[src/rtl/stack_controller.sv]
// Push/pop sequencer for a descending stack held in a fixed window of data memory.
// Owns the stack pointer, drives the memory port and reports full/empty/error status.
module stack_controller #(
  parameter int                    ADDR_WIDTH  = 8,
  parameter int                    DATA_WIDTH  = 8,
  parameter logic [ADDR_WIDTH-1:0] STACK_TOP   = 8'hFF,
  parameter logic [ADDR_WIDTH-1:0] STACK_LIMIT = 8'hF0
) (
  input  logic                  clk,
  input  logic                  reset,
  input  logic                  pushReq,
  input  logic                  popReq,
  input  logic [DATA_WIDTH-1:0] pushData,
  output logic                  ready,
  output logic                  done,
  output logic                  error,
  output logic [DATA_WIDTH-1:0] popData,
  output logic [ADDR_WIDTH-1:0] sp,
  output logic [ADDR_WIDTH-1:0] depth,
  output logic                  full,
  output logic                  empty,
  output logic [ADDR_WIDTH-1:0] memAddress,
  output logic [DATA_WIDTH-1:0] memWriteData,
  output logic                  memWriteEnable,
  input  logic [DATA_WIDTH-1:0] memData,
  output logic [1:0]            state_dbg
);

  typedef enum logic [1:0] {
    IDLE  = 2'd0,
    WRITE = 2'd1,
    READ  = 2'd2
  } state_t;

  localparam logic [ADDR_WIDTH-1:0] ONE = {{(ADDR_WIDTH-1){1'b0}}, 1'b1};

  // Handshake: a request is taken only on a rising edge where ready=1; requests
  // seen while ready=0 are dropped (no error, no queueing), so the requester
  // holds or re-issues until accepted. done/error each pulse for one cycle.

  state_t                  state, state_n;
  logic [ADDR_WIDTH-1:0]   sp_n;
  logic [ADDR_WIDTH-1:0]   addr_n;
  logic [DATA_WIDTH-1:0]   wdata_n;
  logic                    we_n;
  logic                    done_n;
  logic                    error_n;
  logic [DATA_WIDTH-1:0]   pop_n;

  assign ready     = (state == IDLE);
  assign full      = (sp == STACK_LIMIT);
  assign empty     = (sp == STACK_TOP);
  assign depth     = STACK_TOP - sp;
  assign state_dbg = state;

  // Reset also abandons an in-flight write: the enable drops asynchronously
  // and the already-decremented sp is thrown away.
  always_ff @(posedge clk or negedge reset) begin
    if (!reset) begin
      state          <= IDLE;
      sp             <= STACK_TOP;
      memAddress     <= STACK_TOP;
      memWriteData   <= '0;
      memWriteEnable <= 1'b0;
      done           <= 1'b0;
      error          <= 1'b0;
      popData        <= '0;
    end else begin
      state          <= state_n;
      sp             <= sp_n;
      memAddress     <= addr_n;
      memWriteData   <= wdata_n;
      memWriteEnable <= we_n;
      done           <= done_n;
      error          <= error_n;
      popData        <= pop_n;
    end
  end

  always_comb begin
    state_n = state;
    sp_n    = sp;
    addr_n  = memAddress;
    wdata_n = memWriteData;
    we_n    = 1'b0;
    done_n  = 1'b0;
    error_n = 1'b0;
    pop_n   = popData;
    case (state)
      IDLE: begin
        if (pushReq && popReq) begin
          error_n = 1'b1;
        end else if (pushReq) begin
          if (full) begin
            error_n = 1'b1;
          end else begin
            // sp is committed at accept so it already names the new top.
            addr_n  = sp - ONE;
            wdata_n = pushData;
            we_n    = 1'b1;
            sp_n    = sp - ONE;
            state_n = WRITE;
          end
        end else if (popReq) begin
          if (empty) begin
            error_n = 1'b1;
          end else begin
            addr_n  = sp;
            state_n = READ;
          end
        end
      end
      WRITE: begin
        done_n  = 1'b1;
        state_n = IDLE;
      end
      READ: begin
        pop_n   = memData;
        sp_n    = sp + ONE;
        done_n  = 1'b1;
        state_n = IDLE;
      end
      default: state_n = IDLE;
    endcase
  end

endmodule

[config.mk]
export PLATFORM = sky130hd
export DESIGN_NAME = stack_controller
export DESIGN_NICKNAME = d
export VERILOG_FILES = /design/src/rtl/stack_controller.sv
export SDC_FILE = /design/constraint.sdc
export NUM_CORES = 1
export LEC_CHECK = 0
export ABC_AREA = 1
export CAP_MARGIN = 20
export CORE_MARGIN = 5
export CORE_UTILIZATION = 49
export DETAILED_ROUTE_END_ITERATION = 6
export PLACE_DENSITY = 0.94
export SETUP_SLACK_MARGIN = 0.05
export SYNTH_ARGS = -nofsm -noshare
export SYNTH_HDL_FRONTEND = slang
export SYNTH_SLANG_ARGS = --single-unit
[constraint.sdc]
create_clock -name clk -period 3.7 [get_ports clk]
set_clock_uncertainty 0.1 [all_clocks]
set_input_delay 0.37 -clock clk [delete_from_list [all_inputs] [get_ports clk]]
set_output_delay 0.37 -clock clk [all_outputs]
set_load 0.01 [all_outputs]
==> reports/metrics.cfg, run 1 <==
[outcome]
outcome = complete, no violations

[grt]
grt_usage_pct = 19.7
antenna_found_initial = 0
grt_pass1_wl_mm = 8.37
grt_start_max_net_pins = 38
grt_pass1_vias = 1810
gr-usage-met3_pct = 7.03
grt_overflow = 0
globalRouteMet2Util_pct = 31.7
grt_busiest_layer = met2
met1_usage_pct = 25.1

[placed_design]
port_buffers = 67
gp_congestion = 0.947
dp_hpwl_mm = 3.85

[setup_path]
worstPathArrival_ns = 2.02
crit_path_end_kind = primary output
max_stage_delay_ns = 0.60
crit_type = register to primary output
start_kind = register
cp_cell_sequence = ha_1, nand2_1, nor2_1, nand2_1, inv_1, clkdlybuf4s50_1
crit_path_frequent_cell = nand2_1
cpLargestDelayFamily = buffers and inverters
crit_fanout = 6
critPathRequiredTime_ns = 3.23
cp.buffers_inverters = 2
crit_slowest_cell = dfstp_2

[power_and_ir_drop]
seqPwrFrac_pct = 35.7
swShare_pct = 39.7
peakVddDrop_uv = 493
internal_power_w = 0.00129
pwr-share-comb_pct = 51.8
total_power_w = 0.00214
leakage_nw = 1.34
p_clk_share_pct = 12.5
power_switching_w = 0.000850
power.density_nw_per_um2 = 772

[floorplan]
die_h_um = 74.2
start_util_pct = 50.4
die_w_um = 74.2
core_area_um2 = 4000
io_pins = 68
dieArea_um2 = 5500
std_cell_rows = 23

[final_layout]
n_fill_cell = 322
multi_input_area_um2 = 938
n_antenna_cell = 0
nets = 353
regArea_um2 = 946
area_growth_pct = 37.7
layout-drive-gt1-share_pct = 11.6

[logic_synthesis]
synthesis.nets = 287
ys_ff_latch = 37
yosys_warnings = 0
synth-seq-area-share_pct = 46.9
avgSynthCellArea_um2 = 7.70
postSynthCellCount = 262
syn_area_um2 = 2020
synth_cell_types = 25

[timing]
min_period_over_period_pct = 67.4
maxSlewViolCount = 0
fmax_ghz = 0.401
rsz0062_at_grt = no
tightest_slew_ns = 0.532
tns_ns = 0
finalCriticalPeriod_ns = 2.49
setup_viol = 0
relSlewSlack_pct = 64.5
hold_viol_final = 0

[min_path]
hold_class = register to register

[clocking]
cts_buffers = 5
clk_path_buf_depth = 2
cts.reportedPaths.clkPinSlew_ns = 0.07
cts_root_buf = clkbuf_8
htree_levels = 2
ctsResizeCount = 0
cts-hold-fix-buffers = 0
postCtsSetupBuffers = 0
cts_tree = built
clock-sinks = 37
clk_latency_ns = 0.29

[routing]
routed_wl_mm = 5.02
wl_per_cell_um = 13.2
drt_first_pass_iters = 4
dr_total_vias = 1932
viasPerCell = 5.10
ant_nets = 0
drt_iter0_drc = 186
remaining_drc_errors = 0

[flow_run]
cap_violations = 0

==> cells in the mapped netlist <==
master    count  share of area, %
ha_1          5               3.1
xor2_1        7               3.0
or2_2         1              0.31
nor2_2        2              0.62
nor2_1        9               1.7
xnor2_1       2              0.87
nand2_4       2               1.1
o21ai_1       4              0.99
buf_4         1              0.37
nand2_1     122                23
dfrtp_1      21                26
dfstp_2      16                21
o21ai_0       9               2.2
a21oi_1       1              0.25
inv_2         4              0.74
nand4_1       1              0.31
nor2_4        2               1.1
nor3_1        1              0.25
buf_6         3               1.7
inv_1        15               2.8
buf_2         1              0.25
clkbuf_1      4              0.74
nand2_2       3              0.93
nor3_4        1              0.81
nand3_1      25               6.2
==> path summary, 6_finish.rpt <==
path,startpoint,end,slack (ns),cells past startpoint
worst min-delay path,memAddress[4],memAddress[4],0.36,2
worst max-delay path,sp[0],empty,1.21,6
worst min register to register,memAddress[4],memAddress[4],0.36,2
min in group asynchronous,reset,popData[0],0.40,2
worst max register to register,state_dbg[0],sp[2],1.66,8
max in group asynchronous,reset,memAddress[2],2.75,2
==> cells in the final DEF, fill, tap and decap left out, types with 2 or more instances in the layout <==
master and instances:
clkbuf_1 2, dfrtp_1 21, nand2_1 122, nand3_1 25, inv_2 4, clkbuf_8 5
inv_1 15, clkdlybuf4s50_1 67, ha_1 5, nand2_4 2, nand2_2 3, o21ai_0 9
xnor2_1 2, xor2_1 7, o21ai_1 4, nor2_2 2, dfstp_2 16, nor2_4 2
nor2_1 9
==> through the flow <==
| step | setup slack (ns) | hold slack (ns) | instance area, um2 | instances | utilization (%) |
|---|---|---|---|---|---|
| after floorplan | 1.93 | -0.0256 | 2020 | 262 | - |
| after global placement | 1.52 | 0.350 | 2700 | 371 | 67.4 |
| after detailed placement | 1.46 | 0.352 | 2700 | 371 | 67.4 |
| after CTS | 1.22 | 0.363 | 2780 | 379 | 69.4 |
| after global routing | 1.11 | 0.375 | 2780 | 379 | 69.4 |
| final | 1.21 | 0.360 | 2780 | 379 | 69.4 |
==> sequential cells by signal (all words and copies together), names as in the netlist <==
name / count
memWriteEnable: 1
memAddress: 8
memWriteData: 8
error: 1
done: 1
sp: 8
state_dbg: 2
popData: 8
==> cell type report <==
type | instances | area share, %
sequential | 37 | 34.1
multi-input combinational | 197 | 33.8
inverter | 19 | 2.57
clock inverter | 1 | 0.180
clock buffer | 7 | 2.75
timing repair buffer | 68 | 24.4
tap | 50 | 2.25
==> worst min-delay path, cell delays in order, from the launching register on <==
cell	delay, ns
dfstp_2	0.37
nand2_1	0.05
nand2_1	0.04
==> cell families (layout without fill, tap and decap cells) <==
group                      after synthesis  in the layout  synth area share, %
DFF                                     37             37                 46.9
adders and majority gates                5              5                 3.10
buffers and inverters                   28             95                 6.57
and+or+nand+nor                        169            169                 36.0
xor gates and xnor gates                 9              9                 3.91
AOI/OAI and AO/OA                       14             14                 3.47
==> metal layers <==
| metal | wire length [um] | up-vias | part of all wire (%) |
|---|---|---|---|
| met1 | 2030 | 892 | 40 |
| met4 | 70 | 0 | 1.4 |
| met2 | 2390 | 85 | 48 |
| met5 | 0 | - | 0 |
| li1 | - | 948 | - |
| met3 | 525 | 7 | 10 |
==> power by group through the flow <==
| stage | clock (W) | sequential [W] | combinational (W) |
|---|---|---|---|
| after global placement | 0 | 0.000761 | 0.00109 |
| after detailed placement | 0 | 0.000765 | 0.00111 |
| after CTS | 0.000275 | 0.000762 | 0.00112 |
| final | 0.000269 | 0.000764 | 0.00111 |
| after global routing | 0.000292 | 0.000792 | 0.00122 |
| after floorplan | 0 | 0.000806 | 0.000536 |
No activity file was read; power rests on OpenSTA's default activity.
==> run 2, diff against run 1 <==
CORE_UTILIZATION = 45   (was 49)
PLACE_DENSITY = 0.88   (was 0.94)
clock period = 2.3 ns   (was 3.7 ns; I/O delays follow)
==> reports/metrics.cfg, run 2 (same netlist as run 1, synthesis figures left out) <==
[grt]
grt_overflow = 0  ; unchanged
grt_pass1_vias = 1903  ; was 1,810
grt_usage_pct = 17.7  ; was 19.7%
antenna_found_initial = 0  ; unchanged
grt_pass1_wl_mm = 8.63  ; was 8.37 mm
grt_start_max_net_pins = 38  ; unchanged

[min_path]
hold_path_depth = 2  ; unchanged
hold_class = register to register  ; unchanged
hold_start = memAddress[0]  ; was memAddress[4]
hold_path_end = memAddress[0]  ; was memAddress[4]

[clocking]
cts_tree = built  ; unchanged
cts.reportedPaths.clkPinSlew_ns = 0.08  ; was 0.07 ns
clk_path_buf_depth = 2  ; unchanged
htree_levels = 2  ; unchanged
clock-sinks = 37  ; unchanged
cts_buffers = 5  ; unchanged
cts_root_buf = clkbuf_8  ; unchanged
clk_latency_ns = 0.29  ; about the same

[power_and_ir_drop]
power.density_nw_per_um2 = 1230  ; was 772 nW/um2
leakage_nw = 1.38  ; was 1.34 nW
peakVddDrop_uv = 645  ; was 493 uV
total_power_w = 0.00349  ; was 0.00214 W

[routing]
dr_total_vias = 1925  ; was 1,932
viasPerCell = 4.96  ; was 5.10
drt_iter0_drc = 106  ; was 186
drt_first_pass_iters = 5  ; was 4
wl_per_cell_um = 12.9  ; was 13.2 um
routed_wl_mm = 5.00  ; was 5.02 mm
ant_nets = 0  ; unchanged
remaining_drc_errors = 0  ; unchanged

[final_layout]
layout_common_cells = nand2_1 (122), clkdlybuf4s50_1 (65), nand3_1 (25)  ; was nand2_1 (122), clkdlybuf4s50_1 (67), nand3_1 (25)
final_common_cell = nand2_1  ; unchanged
area_growth_pct = 40.4  ; was 37.7%
multi_input_area_um2 = 941  ; was 938 um2
n_fill_cell = 376  ; was 322
design_area_um2 = 2830  ; was 2780 um2
regArea_um2 = 946  ; unchanged
nets = 360  ; was 353
n_antenna_cell = 0  ; unchanged
layout-drive-gt1-share_pct = 14.0  ; was 11.6%

[floorplan]
io_pins = 68  ; unchanged
dieArea_um2 = 5920  ; was 5500 um2
core_area_um2 = 4350  ; was 4000 um2
die_h_um = 77.0  ; was 74.2 um
die_w_um = 77.0  ; was 74.2 um
start_util_pct = 46.3  ; was 50.4%
std_cell_rows = 24  ; was 23

[setup_path]
critPathRequiredTime_ns = 1.97  ; was 3.23 ns
worstReg2RegEnd = memAddress[6]  ; was sp[2]
start_kind = register  ; unchanged
reg2regPathDepth = 10  ; was 8
crit_slowest_cell = dfstp_2  ; unchanged
crit_fanout = 6  ; unchanged
max_stage_delay_ns = 0.59  ; was 0.60 ns
cp.buffers_inverters = 2  ; unchanged
crit_path_end_kind = primary output  ; unchanged
r2r_slack_ns = 0.52  ; was 1.66 ns
worstPathArrival_ns = 1.82  ; was 2.02 ns
crit_type = register to primary output  ; unchanged
reg2reg_from = sp[0]  ; was state_dbg[0]
cp_cell_sequence = nand2_1, nor2_4, nand2_2, inv_1, clkdlybuf4s50_1  ; was ha_1, nand2_1, nor2_1, nand2_1, inv_1, clkdlybuf4s50_1
cpLargestDelayFamily = flip-flops  ; was buffers and inverters

[timing]
relSlewSlack_pct = 46.3  ; was 64.5%
setup_ws_ns = 0.145  ; was 1.21 ns
tns_ns = 0  ; unchanged
tightest_slew_ns = 0.806  ; was 0.532 ns
finalCriticalPeriod_ns = 2.15
min_period_over_period_pct = 93.7
maxSlewViolCount = 0  ; unchanged
rsz0062_at_grt = no  ; unchanged
holdWs_ns = 0.360  ; about the same
hold_viol_final = 0  ; unchanged
setup_viol = 0  ; unchanged
fmax_ghz = 0.464

[outcome]
outcome = complete, no violations  ; unchanged

[placed_design]
post-place-ws_ns = 0.286  ; was 1.46 ns
port_buffers = 67  ; unchanged
dp_hpwl_mm = 3.80  ; was 3.85 mm
dpl_cell_area_um2 = 2710  ; was 2700 um2
gp_congestion = 0.937  ; was 0.947

[flow_run]
cap_violations = 0  ; unchanged

run 2: cell count changes in the layout (fill, tap and decap cells not counted), sizes merged:
cell,previous run,this run
buf,1,8
clkdlybuf4s50,67,65
dlygate4sd2,0,1
dlygate4sd3,0,1
run 2: stage by stage:
step | utilization [%] | std cells
6_report | 65.0 | 388
5_1_grt | 65.0 | 388
4_1_cts | 64.9 | 387
3_5_place_dp | 62.2 | 375
3_3_place_gp | 62.2 | 375
2_1_floorplan | - | 262
run 2: layout make-up:
type	instances	area share [%]
inverters	19	2.52
repair buffers	75	25.7
clock buffers	7	2.70
multi-input cells	197	33.2
flip-flops and latches	37	33.4
well taps	52	2.30
clock inverters	1	0.177
run 2: worst max path at each step:
stage                     to  cells past startpoint  startpoint  slack, ns
2_1_floorplan  memAddress[5]                     10       sp[0]       0.53
3_3_place_gp           empty                      6       sp[0]       0.35
3_5_place_dp           empty                      6       sp[0]       0.29
4_1_cts                 full                      7       sp[0]       0.08
5_1_grt                 full                      7       sp[0]       0.06
6_report                full                      5       sp[6]       0.15
run 2: repair_timing:
action,in CTS,in global routing
endpoints found under the setup margin,2,1
pin swaps,0,0
hold endpoints to repair,21,0
setup buffers,3,1
hold buffers,1,0
gates resized for setup,2,1
run 2: tightest hold or removal path, stage by stage (launching register included):
cell,delay [ns]
dfstp_2,0.37
nand2_1,0.05
nand2_1,0.04
run 2: where the power goes:
part / switching (W) / internal [W]
clock: 0.000222 / 0.000213
combinational: 0.000933 / 0.000925
sequential: 0.000208 / 0.000994
run 2: per-layer routing:
layer  track usage, %  share of wire [%]
met5                0                  0
met4             4.55               0.78
met3             5.27                7.8
met2             31.2                 51
met1             20.9                 41
==> run 3, diff against run 2 <==
CAP_MARGIN = unset   (was 20)
==> results of run 3 <==
The final DEF is identical to that of run 2; final timing and power are the same.
